==> src/rtl/gates4_rr_sched_if.sv <==
// Handshake bundle for gates4_rr_sched: two word requesters plus the reduction response.
// master = requester/consumer side, slave = the scheduler.
interface gates4_rr_sched_if #(parameter int NIBBLES = 4);
  localparam int W = 4 * NIBBLES;

  logic         req0_valid;
  logic [W-1:0] req0_data;
  logic         req0_ready;
  logic         req1_valid;
  logic [W-1:0] req1_data;
  logic         req1_ready;
  logic         rsp_valid;
  logic         rsp_id;
  logic         rsp_and;
  logic         rsp_or;
  logic         rsp_xor;
  logic         rsp_ready;
  logic         busy;

  modport master (
    output req0_valid, req0_data, req1_valid, req1_data, rsp_ready,
    input  req0_ready, req1_ready, rsp_valid, rsp_id, rsp_and, rsp_or, rsp_xor, busy
  );

  modport slave (
    input  req0_valid, req0_data, req1_valid, req1_data, rsp_ready,
    output req0_ready, req1_ready, rsp_valid, rsp_id, rsp_and, rsp_or, rsp_xor, busy
  );
endinterface

==> src/rtl/gates4_rr_sched.sv <==
// Round-robin scheduler sharing one 4-bit AND/OR/XOR reduction slice between two requesters.
// Optional per-requester completion counters: define GATES4_RR_SCHED_STATS_EN.
module gates4_rr_sched #(
  parameter int NIBBLES = 4
) (
  input logic clk,
  input logic reset,
  gates4_rr_sched_if.slave bus
`ifdef GATES4_RR_SCHED_STATS_EN
  ,
  output logic [15:0] stat_cnt0,
  output logic [15:0] stat_cnt1
`endif
);
  localparam int W = 4 * NIBBLES;

  typedef enum logic [1:0] {IDLE, RUN, DONE} state_t;

  state_t       state;
  logic [W-1:0] data_q;
  logic [4:0]   cnt;
  logic         id_q;
  logic         last_id;
  logic         acc_and;
  logic         acc_or;
  logic         acc_xor;
  logic         busy_q;
  logic         rsp_valid_q;
  logic         rsp_id_q;
  logic         rsp_and_q;
  logic         rsp_or_q;
  logic         rsp_xor_q;
  logic         grant0;
  logic         grant1;
  logic [3:0]   nib;

  // The captured word shifts right each RUN cycle, so the low nibble is always the next one.
  assign nib = data_q[3:0];

  // Ties go to whoever was not served last; last_id resets to 1 so requester 0 wins first.
  always_comb begin
    grant0 = 1'b0;
    grant1 = 1'b0;
    if (state == IDLE) begin
      grant0 = bus.req0_valid & (~bus.req1_valid | last_id);
      grant1 = bus.req1_valid & (~bus.req0_valid | ~last_id);
    end
  end

  assign bus.req0_ready = grant0;
  assign bus.req1_ready = grant1;
  assign bus.rsp_valid  = rsp_valid_q;
  assign bus.rsp_id     = rsp_id_q;
  assign bus.rsp_and    = rsp_and_q;
  assign bus.rsp_or     = rsp_or_q;
  assign bus.rsp_xor    = rsp_xor_q;
  assign bus.busy       = busy_q;

  always_ff @(posedge clk) begin
    if (reset) begin
      state       <= IDLE;
      data_q      <= '0;
      cnt         <= '0;
      id_q        <= 1'b0;
      last_id     <= 1'b1;
      acc_and     <= 1'b1;
      acc_or      <= 1'b0;
      acc_xor     <= 1'b0;
      busy_q      <= 1'b0;
      rsp_valid_q <= 1'b0;
      rsp_id_q    <= 1'b0;
      rsp_and_q   <= 1'b0;
      rsp_or_q    <= 1'b0;
      rsp_xor_q   <= 1'b0;
`ifdef GATES4_RR_SCHED_STATS_EN
      stat_cnt0   <= '0;
      stat_cnt1   <= '0;
`endif
    end else begin
      case (state)
        IDLE: begin
          if (grant0 | grant1) begin
            data_q  <= grant1 ? bus.req1_data : bus.req0_data;
            id_q    <= grant1;
            cnt     <= '0;
            acc_and <= 1'b1;
            acc_or  <= 1'b0;
            acc_xor <= 1'b0;
            busy_q  <= 1'b1;
            state   <= RUN;
          end
        end
        RUN: begin
          acc_and <= acc_and & (&nib);
          acc_or  <= acc_or  | (|nib);
          acc_xor <= acc_xor ^ (^nib);
          data_q  <= data_q >> 4;
          cnt     <= cnt + 5'd1;
          // The final nibble is folded straight into the response registers.
          if (cnt == 5'(NIBBLES - 1)) begin
            state       <= DONE;
            rsp_valid_q <= 1'b1;
            rsp_id_q    <= id_q;
            rsp_and_q   <= acc_and & (&nib);
            rsp_or_q    <= acc_or  | (|nib);
            rsp_xor_q   <= acc_xor ^ (^nib);
          end
        end
        DONE: begin
          if (bus.rsp_ready) begin
            state       <= IDLE;
            busy_q      <= 1'b0;
            last_id     <= rsp_id_q;
            rsp_valid_q <= 1'b0;
            rsp_id_q    <= 1'b0;
            rsp_and_q   <= 1'b0;
            rsp_or_q    <= 1'b0;
            rsp_xor_q   <= 1'b0;
`ifdef GATES4_RR_SCHED_STATS_EN
            if (!rsp_id_q && stat_cnt0 != 16'hFFFF) stat_cnt0 <= stat_cnt0 + 16'd1;
            if (rsp_id_q && stat_cnt1 != 16'hFFFF) stat_cnt1 <= stat_cnt1 + 16'd1;
`endif
          end
        end
        default: state <= IDLE;
      endcase
    end
  end
endmodule
==> src/flat_wrapper.sv <==
// flat-port wrapper written by rule: the top's interface ports become plain ports
module gates4_rr_sched_flat 
#(
  parameter int NIBBLES = 4
)
  (clk, reset, bus_req0_valid, bus_req0_data, bus_req1_valid, bus_req1_data, bus_rsp_ready, bus_req0_ready, bus_req1_ready, bus_rsp_valid, bus_rsp_id, bus_rsp_and, bus_rsp_or, bus_rsp_xor, bus_busy);
  gates4_rr_sched_if #(.NIBBLES(NIBBLES)) bus_i ();
  input logic clk;
  input logic reset;
  input wire logic [$bits(bus_i.req0_valid)-1:0] bus_req0_valid;
  input wire logic [$bits(bus_i.req0_data)-1:0] bus_req0_data;
  input wire logic [$bits(bus_i.req1_valid)-1:0] bus_req1_valid;
  input wire logic [$bits(bus_i.req1_data)-1:0] bus_req1_data;
  input wire logic [$bits(bus_i.rsp_ready)-1:0] bus_rsp_ready;
  output wire logic [$bits(bus_i.req0_ready)-1:0] bus_req0_ready;
  output wire logic [$bits(bus_i.req1_ready)-1:0] bus_req1_ready;
  output wire logic [$bits(bus_i.rsp_valid)-1:0] bus_rsp_valid;
  output wire logic [$bits(bus_i.rsp_id)-1:0] bus_rsp_id;
  output wire logic [$bits(bus_i.rsp_and)-1:0] bus_rsp_and;
  output wire logic [$bits(bus_i.rsp_or)-1:0] bus_rsp_or;
  output wire logic [$bits(bus_i.rsp_xor)-1:0] bus_rsp_xor;
  output wire logic [$bits(bus_i.busy)-1:0] bus_busy;
  assign bus_i.req0_valid = bus_req0_valid;
  assign bus_i.req0_data = bus_req0_data;
  assign bus_i.req1_valid = bus_req1_valid;
  assign bus_i.req1_data = bus_req1_data;
  assign bus_i.rsp_ready = bus_rsp_ready;
  assign bus_req0_ready = bus_i.req0_ready;
  assign bus_req1_ready = bus_i.req1_ready;
  assign bus_rsp_valid = bus_i.rsp_valid;
  assign bus_rsp_id = bus_i.rsp_id;
  assign bus_rsp_and = bus_i.rsp_and;
  assign bus_rsp_or = bus_i.rsp_or;
  assign bus_rsp_xor = bus_i.rsp_xor;
  assign bus_busy = bus_i.busy;
  gates4_rr_sched #(.NIBBLES(NIBBLES)) u_core (.clk(clk), .reset(reset), .bus(bus_i));
endmodule
==> config.mk <==
export PLATFORM = sky130hd
export DESIGN_NAME = gates4_rr_sched_flat
export DESIGN_NICKNAME = d
export VERILOG_FILES = /design/src/rtl/gates4_rr_sched_if.sv /design/src/rtl/gates4_rr_sched.sv /design/src/flat_wrapper.sv
export SDC_FILE = /design/constraint.sdc
export NUM_CORES = 1
export LEC_CHECK = 0
export CORE_ASPECT_RATIO = 1.4
export CORE_MARGIN = 1
export CORE_UTILIZATION = 41
export DETAILED_ROUTE_END_ITERATION = 7
export GPL_TIMING_DRIVEN = 0
export PLACE_DENSITY_LB_ADDON = 0.1
export SYNTH_ARGS = -nofsm -noshare
export SYNTH_HDL_FRONTEND = slang
export SYNTH_SLANG_ARGS = --single-unit
==> constraint.sdc <==
create_clock -name clk -period 1.5 [get_ports clk]
set_input_delay 0.15 -clock clk [delete_from_list [all_inputs] [get_ports clk]]
set_output_delay 0.15 -clock clk [all_outputs]
set_load 0.02 [all_outputs]
[After elaboration in Yosys (flattened, before gate mapping)]
Cells that the tools add are included.
Operators by class
  $add $sub $neg: 1
  eq/ne operators: 6
  multiplexer cells: 28
  bitwise gates (word level): 11
  reduce and logical (&&, ||, !) cells: 13
Operator list (number)
  two-way mux 16 bit: 2
  one-hot mux 16 bit (2 select lines): 1
  one-hot mux 1 bit (2 select lines): 9
  two-way mux 1 bit: 10
  one-hot mux 5 bit (2 select lines): 1
  AND reduction 3 bit: 3
  two-way mux 2 bit: 3
  one-hot mux 2 bit (3 select lines): 1
  AND reduction 2 bit: 3
  nonzero test 2 bit: 3
  adder 5 x 1 -> 5 bit, second input constant: 1
  equality test 5 x 2 -> 1 bit, second input constant: 1
  two-way mux 5 bit: 1
  inequality test 2 bit, second input constant: 2
  bitwise OR 1 bit: 4
  AND reduction 4 bit: 1
  OR reduction 4 bit: 1
  parity 4 bit: 1
  bitwise AND 1 bit: 3
  inverter 1 bit: 3
  equality test 2 x 1 -> 1 bit, second input constant: 1
  equality test 2 bit, second input constant: 1
  logical NOT 2 bit: 1
  inequality test 2 x 1 -> 1 bit, second input constant: 1
  XOR 1 bit: 1
Storage, ports and cells
  bits in registers: 34
  input port bits: 37
  output and inout port bits: 8
  logic and storage cells: 73

[Longest topological paths before layout]
  depth after elaboration: 7
  gate-level depth with buffers: 5
  gate-level depth less buffers: 5

[Worst setup path after synthesis]
No wires, ideal clock.
  path type: register to register
  start: register u_core.cnt[0]
  end: register u_core.rsp_xor_q, in the netlist u_core.bus.rsp_xor
  setup time: 0.070 ns
  arrival time: 1.450 ns
  required time: 1.430 ns
  slack: -0.020 ns
  cell stages (with the launch flop): 5
  path buffers: 0
  period minus slack after synthesis: 1.520 ns
  path through: dfxtp_1 > ha_1 > or4b_4 > or3_1 > a21oi_1
Between the ends
  word-level cells in the longest chain between the ends: 3
Ends and longest elaborated chain
  start: declaration: line gates4_rr_sched.sv:21  | logic [4:0] cnt;
  start signal: assignment: line gates4_rr_sched.sv:98  | cnt <= cnt + 5'd1;
  equality test 5 x 2 -> 1 bit: line gates4_rr_sched.sv:100  | if (cnt == 5'(NIBBLES - 1)) begin
  inequality test 2 x 1 -> 1 bit (no source line)
  AND reduction 3 bit (no source line)
  end signal: assignment: line gates4_rr_sched.sv:106  | rsp_xor_q <= acc_xor ^ (^nib);
  end: declaration: line gates4_rr_sched.sv:32  | logic rsp_xor_q;
Every way passes these cells.
A chain may end at the register's enable or synchronous reset.

[Worst setup path in the final report]
  start: register u_core.state[1]
  end: output bus_req1_ready
Between the ends
  word-level cells in the longest chain between the ends: 2
Ends and longest elaborated chain
  start: declaration: line gates4_rr_sched.sv:19  | state_t state;
  start signal: assignment: line gates4_rr_sched.sv:61  | state <= IDLE;
  start signal: assignment: line gates4_rr_sched.sv:90  | state <= RUN;
  start signal: assignment: line gates4_rr_sched.sv:101  | state <= DONE;
  logical NOT 2 bit: line gates4_rr_sched.sv:44  | if (state == IDLE) begin
  two-way mux 1 bit: line gates4_rr_sched.sv:44
  end: declaration: line flat_wrapper.sv:16  | output wire logic [$bits(bus_i.req1_ready)-1:0] bus_req1_ready;
Every way passes these cells.

==> results.md <==
* Initial core utilization at 43.9%
* Placed wire-length estimate at 3230 um
* PwrDens at between 800 and 900 mW/mm^2
* WP data required at 1.35 ns
* FF+latch count, synth at 34
* Post-Route WL at about 4800 um
* Net Count, Synth at 236
* Worst hold margin at between 0.4 and 0.5 ns
* Beginning of the critical path: u_core.state[1]$_SDFFE_PP0P_
* Simple-gate portion of the synthesized area at a little under 20%
* Predominant post-synthesis flop cell: dfxtp_1
* Worst-case clock buffer depth at 2
* Reg2reg start: u_core.cnt[0]$_SDFFE_PP0P_
* Synth Area in Adders at 3.54%
* Final min period at 1.54 ns
* Largest family of logic cells by synthesized area: compound AO/OA/AOI/OAI gates
* Met2 GRT Util at about 40%
* Static leakage at ~1.0 nW
* Status: finished, violations left
* GPL Wtd Cong at roughly 0.8
* Max FFs per register at 16
* Startpoint Class: register
* Syn Inst Count at between 150 and 200
* Hold Violations, Final at 0
* Worst Tran Pin Value at between 0.4 and 0.5 ns
* Post-Synth XOR/XNOR Area at roughly 1.8%
* Failing checks: DRC, setup timing
* PortBufs at between 40 and 50
* Num Clock Sinks at 34
* Total grt overflow at 0
* Mux share of post-synthesis cell area at 0%
* Crit path kind: register to output pin
* Switching part of the total at 26.0%
* Worst clock skew at about 0.0028 ns
* Initial antenna violation count at 0
* Nets at roughly 300
* Net switching power at between 500 and 600 uW
* RSZ-0062 raised after global routing: true
* Cell taking the most area after synthesis: dfxtp_1
* Post-CTS Hold Fix Bufs at 0
* Via count of the routed design at approximately 1800
* Worst skew pair latency at between 0.2 and 0.3 ns
* Maximum VDD drop at between 0.5 and 0.6 mV
* DRC violation total after the first TritonRoute iteration at just under 70
* Core ar. at ~0.0040 sq mm
* Vias per cell at between 5 and 6
* WL/cell at between 15 and 20 um
* Placement Setup Slack at -0.930 ns
* Fmax at ~650 MHz
* Max Cap Viol at 0
* Synth-to-Final Area Change at 49.7%
* Die width at between 50 and 60 um
* Mapped Area at 0.00177 sq mm
* Asr flop ratio synth at 0%
* Clock network fraction of total power at ~30%
* CTS H-tree lvls at 2
* Worst setup margin at -0.0399 ns
* Comb power frac at ~23%
* CTS tree: done
* Syn. warnings at 0
* # rows at 27
* Compound-Gate Fraction of Synth Area at 26.4%
* Post-route ant nets at 0
* Worst Path Max Fanout at 5
* Slew HR at between 60% and 70%
* HP Class: input pin to register
* Final worst-path cycle share at 103%
* CP arrival at approximately 1.4 ns
* Total track usage at approximately 22%
* Root Buffer: clkbuf_8
* First-pass GRT wire length at approximately 7800 um
* I/O pin count at 45
* Regs by FF count: u_core.data_q x16, u_core.cnt x5, u_core.state x2
* Reg power frac at 47.0%
* Most used routing layer: met2
* Hold wc startpoint: bus_req1_data[12]
* Reg with most FFs: u_core.data_q
* Number of inserted diodes at 0
* Slew Viols, Final at 0
* CTS buffer count at 5
* Yosys cell types at 40
* Clock slew at reported path FFs at approximately 0.060 ns
* DIE AREA at roughly 0.0046 sq mm
* Vias in the first global route at between 1500 and 2000
* Pin count of the biggest net entering global routing at 11
* Yosys top cell area share at 38.6%
* DR pass1 iterations at 7
* # setup viols final at 2
* Met1 usage at between 20% and 30%
* # fillers at between 300 and 400
* Number of synthesized flops with an enable pin at 0
* Internal power at ~1.6 mW
* Area contributors post-synth: dfxtp_1, a311oi_1, nor3b_1
* Sequential share of the synthesized area at about two fifths
* Share of layout cells above drive strength 1 at between 20% and 30%
* Syn_area_per_cell at approximately 9.1 sq um
* Grt met3 use at 4.38%
* Die H at between 70 and 80 um
* Critical path capture point type: output pin
* Remaining DRCs at 2
area by class of cell:
cell class,instances,area [sq um],share of cell area [%]
Multi-Input combinational cell,126,1010,38.1
Sequential cell,34,694,26.3
Timing Repair Buffer,65,601,22.7
Buffer,15,140,5.30
Clock buffer,7,76.3,2.89
Inverter,19,71.3,2.70
Tap cell,43,53.8,2.04
power groups by stage:
stage | clock network, mW | logic (mW) | registers (mW)
4_1_cts | 0.651 | 0.447 | 0.999
3_3_place_gp | 0 | 0.399 | 1.01
5_1_grt | 0.697 | 0.535 | 1.01
2_1_floorplan | 0 | 0.237 | 1.01
3_5_place_dp | 0 | 0.403 | 1.01
6_report | 0.636 | 0.491 | 0.999
cells in the final DEF (no fill, tap or decap), drive strengths merged, types with 2 or more instances in the layout:
cell type / synthesis / final
nand2: 10 / 10
o211ai: 6 / 6
a311oi: 12 / 12
inv: 19 / 19
nand2b: 3 / 3
a31oi: 5 / 5
ha: 5 / 5
dfxtp: 34 / 34
buf: 6 / 30
clkbuf: 9 / 15
o21ai: 7 / 7
nor3b: 13 / 13
nand3: 13 / 13
nor2: 7 / 7
nand3b: 2 / 2
or3: 4 / 4
a21oi: 12 / 12
o221a: 12 / 12
clkdlybuf4s50: 0 / 41
synthesized netlist by cell type, types with 3 or more instances:
cell      instances
ha_1              5
or3_1             4
dfxtp_1          34
a311oi_1         12
o221a_2           8
o221a_1           4
nand3_1          13
a21oi_1          12
nor2_1            7
a31oi_1           5
nand2b_1          3
clkbuf_1          6
inv_1            19
o21ai_0           7
nand2_1          10
o211ai_1          6
clkbuf_8          3
nor3b_1          12
stage by stage:
stage	instance area, sq um	util (%)	power (mW)	TNS, ns	instances
after floorplan	1770	-	1.24	0	194
after global placement	2260	56.3	1.41	-12.75	281
final	2640	65.7	2.13	-0.0502	309
after global routing	2640	65.7	2.24	-0.253	309
after CTS	2480	61.8	2.10	-0.678	296
after detailed placement	2260	56.3	1.42	-12.80	281
worst max-delay path, stage by stage, from the launching register on:
cell and delay, ns:
dfxtp_2 0.33, buf_6 0.13, a211oi_4 0.28, buf_6 0.16, nand2_4 0.05, inv_2 0.05
buf_6 0.10
path summary, 6_finish.rpt:
kind,endpoint,slack (ns),cells past startpoint
worst min-delay path,u_core.data_q[12]$_SDFFE_PP0P_,0.44,3
worst max register to register,u_core.bus.rsp_xor$_SDFFE_PP0P_,-0.01,4
worst max-delay path,bus_req1_ready,-0.04,6
worst min register to register,u_core.acc_and$_SDFFE_PP1P_,0.45,1
kinds of logic (layout without fill, tap and decap cells):
group	Yosys count	after routing
AOI/OAI and AO/OA	60	60
and+or+nand+nor	59	59
xor gates and xnor gates	2	2
buffers and inverters	34	106
adders and majority gates	5	5
DFF	34	34
metal layers:
layer,routed length (um),up-vias,part of all wire [%]
li1,-,866,-
met1,2020,844,42
met2,2530,38,53
met3,142,8,3.0
met4,93,0,1.9
met5,0,-,0
repair_timing:
action,in CTS,in global routing
setup endpoints to repair,27,17
pin swaps,2,9
gates cloned,0,1
setup buffers,8,12
gates resized for setup,35,22
Power figures use the tool's default switching activity.
==> variant 1 (config.mk and constraints unchanged) <==
Encoding of `state_t`: now one-hot (3 bits for 3 states).
--- a/src/rtl/gates4_rr_sched.sv
+++ b/src/rtl/gates4_rr_sched.sv
@@ -14,7 +14,7 @@
 );
   localparam int W = 4 * NIBBLES;
 
-  typedef enum logic [1:0] {IDLE, RUN, DONE} state_t;
+  typedef enum logic [2:0] {IDLE = 3'b001, RUN = 3'b010, DONE = 3'b100} state_t;
 
   state_t       state;
   logic [W-1:0] data_q;
Behaviour: no difference found for any inputs over 10 cycles, from zero or initial values and one cycle with reset high; not proved beyond that.
==> variant 1 against the original RTL <==
Synthesized area rose by 0.92%. Largest power group unchanged. Routed wire length rose by 13%. Global-route usage rose by 2.6 points. Critical path type is now reg2reg. Total power rose by 40%. Maximum frequency fell by 4.3%. The run still ends with design-rule violations, negative setup slack left. Clock power rose by 42%. Critical path depth did not move. Hold slack got worse by 12 ps. Critical endpoint is now u_core.data_q[4]. Register-to-register slack got worse by 99 ps. Cell area rose by 1.9%. Sequential cell count rose by 1. Setup slack got worse by 69 ps.
==> variant 1: results (changes against the original RTL) <==
stage,metric,value,unit,change
timing,worst_slew_pin_slew,655,ps,+201 ps
outcome,failed_checks,"design-rule violations, negative setup slack",,
pwr,clock_power,900,µW,+42%
route,first_pass_iters,6,,-1
route,drcViolationCount,1,,-1
timing,setup_violations,13,,+11
logic_synthesis,synth_xor_area_share,0.983,%,-0.86 points
logic_synthesis,synth_seq_area_share,39.3,%,+0.77 points
route,wirelength,5390,µm,+13%
pwr,p_leak,1.03,nW,-1.1%
route,vias,1858,,+5.8%
global_route,grt_usage,24.9,%,+2.6 points
logic_synthesis,synthAdderAreaFrac,3.51,%,-0.032 points
timing,clock_skew,10.2,ps,+7.42 ps
pwr,p_int,2.07,mW,+31%
die,core_region_area,4200,µm²,+4.6%
placement,placed_area,2290,µm²,+1.2%
worst_hold_path,whs_path_depth,4,,+1
setup_path,crit_path_top_delay_cell,a2111o_1,,
timing,worst_slack,-109,ps,-69.0 ps
logic_synthesis,synthMuxAreaShare,2.81,%,+2.8 points
setup_path,worstRegToRegCells,6,,+2
placement,routabilityCongestion,0.846,,+3.3%
layout,fillers,366,,+8.0%
timing,setup-tns-final,-635,ps,-585 ps
placement,hpwl,3600,µm,+11%
pwr,ir_drop,0.584,mV,+1.6%
layout,nNetsFinal,313,,+1.6%
logic_synthesis,synth_cell_types,43,,+7.5%
worst_hold_path,holdPathEnd,u_core.state[0],,
layout,drive_above_1_share,25.0,%,-3.9 points
global_route,grt_max_degree,12,,+1
logic_synthesis,yosys-top-cells-count,"dfxtp_1 (35), a21oi_1 (18), nand2_1 (15)",,
global_route,grt_pass1_vias,1838,,+11%
pwr,power_frac_seq,37.9,%,-9.1 points
logic_synthesis,synth-compound-area-share,28.7,%,+2.3 points
outcome,status,finished with violations,,
setup_path,cp_top_family,compound AO/OA/AOI/OAI gates,,
logic_synthesis,synth_area_leaders,"dfxtp_1 (39%), a21oi_1 (5.1%), o22ai_1 (4.2%)",,
global_route,grt_pass1_wl,8630,µm,+11%
variant 1: cell count changes in the layout (fill, tap and decap cells not counted), moves of 7 or more:
cell | unedited run | this run
a311oi_1 | 10 | 0
inv_1 | 17 | 6
nand3_1 | 13 | 6
nor3_1 | 0 | 13
nor3b_1 | 12 | 1
o221a_2 | 8 | 0
o22ai_1 | 0 | 12
variant 1: timing repair:
| action | in CTS | in global routing |
|---|---|---|
| hold buffers | 0 | 0 |
| resized for setup | 38 | 21 |
| setup buffers | 12 | 4 |
| pin swaps | 12 | 5 |
| endpoints found under the setup margin | 35 | 25 |
| cloned | 0 | 1 |
variant 1: how the worst max path moves through the flow:
stage,startpoint,to,cells after the start
after global routing,u_core.state[1],u_core.data_q[4],6
after detailed placement,bus_req1_valid,bus_req1_ready,6
after global placement,bus_req1_valid,bus_req1_ready,6
after floorplan,u_core.state[1],u_core.acc_and,5
final,u_core.state[1],u_core.data_q[4],6
after CTS,u_core.state[1],u_core.data_q[1],6
variant 1: final cells by class:
type                       count  area, µm²  share of cell area, %
sequential                    35        712                   26.4
multi-input combinational    151       1140                   42.2
clock inverter                 2       35.0                   1.30
clock buffer                   6       82.6                   3.07
timing repair buffer          60        561                   20.8
buffer                        12       88.8                   3.30
inverter                       6       22.5                  0.836
tap                           45       56.3                   2.09
variant 1: stage by stage:
step                      setup WS [ps]  util (%)  cells
final                              -109      64.1    317
after global routing               -145      64.1    317
after CTS                          -114      61.7    312
after detailed placement          -1000      54.5    294
after global placement            -1000      54.5    294
after floorplan                    17.5         -    205
variant 1: tightest hold or removal path, cell delays in order:
cell	delay, ps
dlymetal6s2s_1	180
nor2_2	110
nand2_1	100
o311ai_0	120
variant 1: per-layer routing:
metal,global-route usage [%],wire [µm]
met4,13.3,129
met1,28.3,2130
met2,42.1,2840
met3,6.16,283
met5,0,0
==> variant 2 (same settings) <==
Without the edit above. `NIBBLES` is set to 4 in 3 places; all go to 2.
--- a/src/rtl/gates4_rr_sched_if.sv
+++ b/src/rtl/gates4_rr_sched_if.sv
@@ -1,6 +1,6 @@
 // Handshake bundle for gates4_rr_sched: two word requesters plus the reduction response.
 // master = requester/consumer side, slave = the scheduler.
-interface gates4_rr_sched_if #(parameter int NIBBLES = 4);
+interface gates4_rr_sched_if #(parameter int NIBBLES = 2);
   localparam int W = 4 * NIBBLES;
 
   logic         req0_valid;
--- a/src/rtl/gates4_rr_sched.sv
+++ b/src/rtl/gates4_rr_sched.sv
@@ -1,7 +1,7 @@
 // Round-robin scheduler sharing one 4-bit AND/OR/XOR reduction slice between two requesters.
 // Optional per-requester completion counters: define GATES4_RR_SCHED_STATS_EN.
 module gates4_rr_sched #(
-  parameter int NIBBLES = 4
+  parameter int NIBBLES = 2
 ) (
   input logic clk,
   input logic reset,
--- a/src/flat_wrapper.sv
+++ b/src/flat_wrapper.sv
@@ -1,7 +1,7 @@
 // flat-port wrapper written by rule: the top's interface ports become plain ports
 module gates4_rr_sched_flat 
 #(
-  parameter int NIBBLES = 4
+  parameter int NIBBLES = 2
 )
   (clk, reset, bus_req0_valid, bus_req0_data, bus_req1_valid, bus_req1_data, bus_rsp_ready, bus_req0_ready, bus_req1_ready, bus_rsp_valid, bus_rsp_id, bus_rsp_and, bus_rsp_or, bus_rsp_xor, bus_busy);
   gates4_rr_sched_if #(.NIBBLES(NIBBLES)) bus_i ();
Interface: changed (resized bus_req0_data and bus_req1_data); port bits go from 45 to 29. The function was not compared with the original's and may differ.
==> variant 2 against the original RTL <==
Routed wire length is 31% lower. Synthesized area fell by 24%. Sequential cell count fell by 8. Total power fell by 19%. Final cell count fell by 26%. Synthesized cell count fell by 21%. First-iteration DRC count fell by 58%. Cell area fell by 29%. Setup slack improved by 110 ps.
==> variant 2: results (changes against the original RTL) <==
stage,metric,value,unit,change
logic_synthesis,yosys-top-cells-count,"dfxtp_1 (26), inv_1 (17), a21oi_1 (11)",,
route,met2_wirelength,1750,µm,-31%
global_route,grt_use_met1,23.8,%,-2.1 points
worst_hold_path,holdPathEnd,u_core.last_id,,
setup_path,critPathMaxStageDelay,500,ps,+170 ps
pwr,p_total,1.73,mW,-19%
route,wl_met1,1410,µm,-30%
route,wl_met3,95,µm,-33%
setup_path,cp.arrival,1590,ps,+200 ps
placement,portBuffers,26,,-41%
clocking,cts.repair.resized,16,,-54%
global_route,grtUsageMet3,2.61,%,-1.8 points
logic_synthesis,synth_xor_area_share,1.95,%,+0.10 points
placement,hpwl,2370,µm,-27%
clocking,postCtsSetupBuffers,2,,-6
setup_path,r2r_slack,70,ps,+80 ps
clocking,cts-buffers-inserted,3,,-2
layout,drive_above_1_share,22.2,%,-6.7 points
pwr,ir_drop,0.735,mV,+28%
timing,holdWs,298,ps,-139 ps
pwr,p_switching,495,µW,-11%
outcome,status,"finished, final reports clean",,
clocking,h-tree-depth,1,,-1
global_route,grt_usage,18.9,%,-3.3 points
logic_synthesis,synth_nets,180,,-24%
route,wirelength,3300,µm,-31%
global_route,grt_max_degree,15,,+4
setup_path,cp_top_family,simple AND/OR/NAND/NOR gates,,
variant 2: cell types whose count changed after synthesis, sizes merged, moves of 4 or more:
| cell | unedited run | this run |
|---|---|---|
| clkbuf | 9 | 2 |
| nand3 | 13 | 7 |
| dfxtp | 34 | 26 |
| o211ai | 6 | 0 |
| o21ai | 7 | 11 |
| o221a | 12 | 6 |
| nor3b | 13 | 5 |
| a311oi | 12 | 4 |
variant 2: cell type report:
| cell class | count | area, µm² | share of cell area, % |
|---|---|---|---|
| repair buffers | 32 | 298 | 15.9 |
| plain buffers | 8 | 48.8 | 2.61 |
| well taps | 39 | 48.8 | 2.61 |
| clock buffers | 4 | 55.1 | 2.94 |
| inverters | 17 | 63.8 | 3.41 |
| multi-input cells | 102 | 830 | 44.3 |
| flip-flops and latches | 26 | 528 | 28.2 |
